--- src/rtl/branch_predictor.sv ---
// rtl/branch_predictor.sv - bimodal 2-bit branch predictor with self-initialising table and saturating stats
// Table init sweeps every entry after reset; training and stats are live only in RUN.
module branch_predictor #(
    parameter int         IDX_BITS   = 6,
    parameter logic [1:0] INIT_STATE = 2'b01,
    parameter int         STAT_BITS  = 16
) (
    input  logic                 clock,
    input  logic                 reset,
    input  logic                 predict_valid,
    input  logic [31:0]          predict_pc,
    output logic                 shouldTakeBranch,
    output logic                 ready,
    input  logic                 resolve_valid,
    input  logic [31:0]          resolve_pc,
    input  logic                 resolve_taken,
    input  logic                 resolve_predicted,
    output logic                 mispredict,
    output logic [STAT_BITS-1:0] branch_count,
    output logic [STAT_BITS-1:0] mispredict_count
);

    localparam int                   DEPTH    = 1 << IDX_BITS;
    localparam logic [0:0]           ST_INIT  = 1'b0;
    localparam logic [0:0]           ST_RUN   = 1'b1;
    localparam logic [IDX_BITS-1:0]  LAST_IDX = {IDX_BITS{1'b1}};
    localparam logic [STAT_BITS-1:0] STAT_MAX = {STAT_BITS{1'b1}};

    logic [1:0]           table_q [DEPTH];
    logic [0:0]           state_q, state_d;
    logic [IDX_BITS-1:0]  init_idx_q, init_idx_d;
    logic                 mispredict_q, mispredict_d;
    logic [STAT_BITS-1:0] branch_count_q, branch_count_d;
    logic [STAT_BITS-1:0] mispredict_count_q, mispredict_count_d;

    logic                 wr_en;
    logic [IDX_BITS-1:0]  wr_idx;
    logic [1:0]           wr_data;
    logic [IDX_BITS-1:0]  pred_idx;
    logic [IDX_BITS-1:0]  res_idx;
    logic [1:0]           res_entry;
    logic                 res_miss;

    // Upper PC bits intentionally do not participate in indexing.
    logic unused_pc_bits;
    assign unused_pc_bits = ^{predict_pc[31:IDX_BITS], resolve_pc[31:IDX_BITS]};

    assign pred_idx  = predict_pc[IDX_BITS-1:0];
    assign res_idx   = resolve_pc[IDX_BITS-1:0];
    assign res_entry = table_q[res_idx];
    assign res_miss  = resolve_taken != resolve_predicted;

    always_comb begin
        state_d            = state_q;
        init_idx_d         = init_idx_q;
        mispredict_d       = 1'b0;
        branch_count_d     = branch_count_q;
        mispredict_count_d = mispredict_count_q;
        wr_en              = 1'b0;
        wr_idx             = res_idx;
        wr_data            = res_entry;
        if (state_q == ST_INIT) begin
            wr_en      = 1'b1;
            wr_idx     = init_idx_q;
            wr_data    = INIT_STATE;
            init_idx_d = init_idx_q + 1'b1;
            if (init_idx_q == LAST_IDX) begin
                state_d = ST_RUN;
            end
        end else if (resolve_valid) begin
            wr_en = 1'b1;
            if (resolve_taken) begin
                wr_data = (res_entry == 2'b11) ? 2'b11 : res_entry + 2'd1;
            end else begin
                wr_data = (res_entry == 2'b00) ? 2'b00 : res_entry - 2'd1;
            end
            mispredict_d = res_miss;
            if (branch_count_q != STAT_MAX) begin
                branch_count_d = branch_count_q + 1'b1;
            end
            if (res_miss && (mispredict_count_q != STAT_MAX)) begin
                mispredict_count_d = mispredict_count_q + 1'b1;
            end
        end
    end

    always_ff @(posedge clock) begin
        if (reset) begin
            state_q            <= ST_INIT;
            init_idx_q         <= '0;
            mispredict_q       <= 1'b0;
            branch_count_q     <= '0;
            mispredict_count_q <= '0;
        end else begin
            state_q            <= state_d;
            init_idx_q         <= init_idx_d;
            mispredict_q       <= mispredict_d;
            branch_count_q     <= branch_count_d;
            mispredict_count_q <= mispredict_count_d;
        end
    end

    // Table contents are not reset; the INIT sweep rewrites them.
    always_ff @(posedge clock) begin
        if (!reset && wr_en) begin
            table_q[wr_idx] <= wr_data;
        end
    end

    assign ready            = (state_q == ST_RUN);
    assign shouldTakeBranch = ready & predict_valid & table_q[pred_idx][1];
    assign mispredict       = mispredict_q;
    assign branch_count     = branch_count_q;
    assign mispredict_count = mispredict_count_q;

endmodule

--- config.mk ---
export PLATFORM = sky130hd
export DESIGN_NAME = branch_predictor
export DESIGN_NICKNAME = d
export VERILOG_FILES = /design/src/rtl/branch_predictor.sv
export SDC_FILE = /design/constraint.sdc
export NUM_CORES = 1
export LEC_CHECK = 0
export CAP_MARGIN = 20
export CORE_MARGIN = 8
export CORE_UTILIZATION = 30
export CTS_BUF_LIST = sky130_fd_sc_hd__clkbuf_4 sky130_fd_sc_hd__clkbuf_8
export DETAILED_ROUTE_END_ITERATION = 8
export GPL_TIMING_DRIVEN = 1
export PLACE_DENSITY_LB_ADDON = 0.08
export SYNTH_ARGS = -nofsm -noshare
export SYNTH_HDL_FRONTEND = slang
export SYNTH_SLANG_ARGS = --single-unit
--- constraint.sdc ---
create_clock -name clock -period 4 [get_ports clock]
set_input_delay 0.6 -clock clock [delete_from_list [all_inputs] [get_ports clock]]
set_output_delay 0.6 -clock clock [all_outputs]
set_load 0.1 [all_outputs]
Word level (Yosys, flattened, before mapping)
Memory sizes are Yosys's and may differ from the RTL's. Index checks and enable logic that the tools add are counted.

Register bits after elaboration: 40. Bits in writable memories: 128. Input bits: 70. Word-level logic and storage cells: 39. Memories kept: 1.

Add/sub/neg operators: 5. Eq/ne operators: 5. Muxes and demuxes: 12. Bitwise gates (word level): 4. Reduce and logical (&&, ||, !) cells: 7.

Memory list: table_q (depth 64, width 2, rd ports 2, clocked after memory_dff 0, wr ports 1, line 29) `logic [1:0] table_q [DEPTH];`.

Operators with widths (number): $add A16 B1 Y16 const B (2); $ne A16 B16 Y1 const B (2); $mux W2 (5); $add A6 B1 Y6 const B (1); $eq A6 B6 Y1 const B (1); $mux W1 (6); $mux W6 (1); $reduce_and A3 Y1 (2); $reduce_or A3 Y1 (1); $add A2 B1 Y2 const B (1); $and A1 B1 Y1 (2); $eq A2 B2 Y1 const B (1); $logic_and A1 B1 Y1 (2); $logic_not A2 Y1 (1); $not A1 Y1 (2); $sub A2 B1 Y2 const B (1); $logic_not A1 Y1 (1); $ne A1 B1 Y1 (1).

Logic depth before layout (Yosys ltp)
An unclocked memory read counts as a cell.

Word-level depth: 6. Gate-level depth with buffers: 10.

Worst setup path after synthesis
No wires, ideal clock.

Path type: input to output. Start: input port predict_pc[1]. End: output port shouldTakeBranch. Arrival: 2969 ps. Required time: 3400 ps. Path slack: 431 ps. Stages on the path: 6. Buffers on the path: 2. Cell sequence: clkbuf_1 -> buf_1 -> mux4_2 -> mux4_2 -> mux4_2 -> and3_1.

Cells in the longest elaborated chain, start to end: 2.

Ends and longest elaborated chain: from (decl) (line 11) `input logic [31:0] predict_pc,`; $mem_v2 Z64 W2; $and A1 B1 Y1 (line 111) `assign shouldTakeBranch = ready & predict_valid & table_q[pred_idx][1];`; to (decl) (line 12) `output logic shouldTakeBranch,`.

No other way between the ends.

Final worst setup path
Ends and elaborated chain as after synthesis.

==> reports/results.ini <==
[sta]
finalMaxSlewViolations=0
fin_setup_tns_ps=0
timing.hold.ws_ps=535.6
finalHoldViolations=0
tightest_slew_ps=997.4
min_period_over_period=0.9329
fmax_ghz=0.2680
rsz0062_at_grt=false
relSlewSlack=0.3330
final.setup_skew_ps=12.59
finalCriticalPeriod_ps=3731
setup_violations=0

[setup_path]
cp_cell_sequence=clkdlybuf4s50_1 > buf_12 > mux4_2 > mux4_2 > mux4_2 > and3_1 > buf_12
ff2ff_setup_slack_ps=1180
crit_buf_inv=3
cp_slowest_cell=mux4_2
r2r_start=table_q[39][1]
critPathLaunch=predict_pc[1]
crit_top_cell=mux4_2
crit_path_start_kind=primary input
worst-endpoint-required_ps=3400
r2r_cells=7
cp.arrival_ps=3130
worst_setup_path_end_kind=primary output
path_class=in -> out
worstPathMaxFanout=16
slowest_delay_ps=540
critical-path-top-delay-family=multiplexers
r2r-end=table_q[1][0]

[routing]
wl_mm=21.91
wire_per_inst_um=21.60
drc=0
drtIter0Drc=245
drtAntennaViolNets=0
via_per_inst=5.044
dr.pass1.iters=5
dr_total_vias=5115

[synth]
syn-cell-area_um2=7774
yosys_warnings=0
syn-num-nets=677
syn_inst=604
synth_cell_type_count=50
syn_avg_cell_area_um2=12.87
yosysTopAreaCell=edfxtp_1
synth_ff_type=edfxtp_1
async_reset_ff_frac=0
ys_ff_latch=168
ys_top_cells_by_area=edfxtp_1, mux4_2, dfxtp_1
synth_top_area_share=0.4944
seq_area_frac_synth=0.5975
synth_edf_count=128

[floorplanning]
rows=59
start_util=0.3017
fp.dieW_um=177.0
die-area_um2=31320
die_height_um=177.0
core_um2=25760
io_pins=105

[cts]
post-cts-setup-buffer-count=0
tritoncts=done
clockBufferDepth=2
clkTransAtPathRegs_ps=90
clock_latency_ps=470
cts_made_buffers=17
cts_resized=0
hold_buffers=0
clock-sinks=168
root_buffer=clkbuf_8
htree_levels=4

[worst_hold_path]
hp-class=reg -> reg
hold_depth=2
min_from=init_idx_q[5]
hold_end=ready

[placed_design]
place_congestion=0.7801
portBuffers=52
dp_hpwl_mm=15.12

[power_and_ir_drop]
irDropWorstVdd_uv=209.9
power_density_nw_per_um2=358.0
p_leak_nw=2.976

[global_route]
grt_max_degree=65
antenna_found_initial=0
grt_overflow_total=0
grt_pass1_vias=5357
grt_usage=0.1430
grt_pass1_wl_mm=33.28

[final_layout]
final-seq-area_um2=4644
num_antenna_cells=0
n_fill_cell=2509
layout-drive-gt1-share=0.1414
nets=739
area_growth_pct=18.36
multi_input_area_um2=2955

[flow_run]
max_cap_violations=0

[run_status]
outcome=complete, no violations

-- cells in the mapped netlist, types with 4 or more instances --
master and count:
a21oi_1 9, a22oi_1 9, and3_1 6, and4_1 5
buf_2 5, clkbuf_1 18, dfxtp_1 40, edfxtp_1 128
inv_1 11, mux2i_1 34, mux4_2 38, nand2_1 52
nand3_1 22, nand4_1 10, nor2_1 109, nor2b_1 9
nor3_1 5, o21ai_0 8, o22ai_1 5, or3_1 4
xnor2_1 9, xor2_1 22
-- tightest hold or removal path, stage by stage (launching register included) --
cell     delay, ps
dfxtp_1        360
nand3_1         80
a21oi_1         60
-- sequential cells by signal (all words and copies together), names as in the netlist --
name              count
table_q             128
mispredict            1
init_idx_q            6
ready                 1
branch_count         16
mispredict_count     16
-- stage by stage --
stage / power, mW / worst slack [ps] / utilization / instances / cell area, um^2
floorplan: 2.041 / 430.5 / - / 604 / 7774
global placement: 2.137 / 23.98 / 0.3416 / 981 / 8801
detailed placement: 2.137 / 20.79 / 0.3416 / 981 / 8801
CTS: 3.335 / 22.12 / 0.3561 / 1013 / 9174
global route: 3.420 / 239.1 / 0.3571 / 1014 / 9201
finish: 3.294 / 268.6 / 0.3571 / 1014 / 9201
-- cells in the final DEF (no fill, tap or decap), types with 10 or more instances in the layout --
master	Yosys	layout
mux2i_1	34	34
nand3_1	22	22
xor2_1	22	22
mux4_2	38	38
buf_4	3	14
nor2_1	109	109
clkdlybuf4s50_1	0	48
dfxtp_1	40	40
clkbuf_8	0	17
inv_1	11	11
nand4_1	10	10
nand2_1	52	52
edfxtp_1	128	128
-- cell families (layout without fill, tap and decap cells) --
logic type | count (synthesis) | in the layout | synth area share
flip-flops | 168 | 168 | 0.5975
AO/OA/AOI/OAI | 59 | 59 | 0.05424
AND/OR/NAND/NOR | 230 | 230 | 0.1307
multiplexers | 73 | 73 | 0.1553
XOR/XNOR | 31 | 31 | 0.03493
adder cells (fa/ha/maj) | 3 | 3 | 0.004829
buffers and inverters | 40 | 115 | 0.02253
-- routing by layer --
metal | GRT usage | share of wire | wire length, um
met1 | 0.1828 | 0.44 | 9717
met2 | 0.2306 | 0.49 | 10690
met3 | 0.03606 | 0.052 | 1130
met4 | 0.05289 | 0.017 | 371
met5 | 0 | 0 | 0
-- power breakdown --
part / leakage [nW] / internal (mW) / switching (mW)
Clock: 0.185 / 0.505 / 0.691
Sequential: 1.46 / 1.85 / 0.00614
Combinational: 1.33 / 0.104 / 0.135
Total: 2.98 / 2.46 / 0.832
-- final cells by class --
| cell class | instances | area share |
|---|---|---|
| clock buffer | 17 | 0.02543 |
| clock inverter | 15 | 0.01509 |
| inverter | 11 | 0.004487 |
| multi-input combinational | 396 | 0.3212 |
| sequential | 168 | 0.5048 |
| tap | 335 | 0.04555 |
| timing repair buffer | 72 | 0.08349 |
-- worst max path at each step --
| stage | end | slack [ps] | cells past startpoint |
|---|---|---|---|
| after floorplan | shouldTakeBranch | 430 | 6 |
| after global placement | shouldTakeBranch | 20 | 7 |
| after detailed placement | shouldTakeBranch | 20 | 7 |
| after CTS | shouldTakeBranch | 20 | 7 |
| after global routing | shouldTakeBranch | 240 | 7 |
| final | shouldTakeBranch | 270 | 7 |
Note: power is estimated with default switching activity, not from simulation.
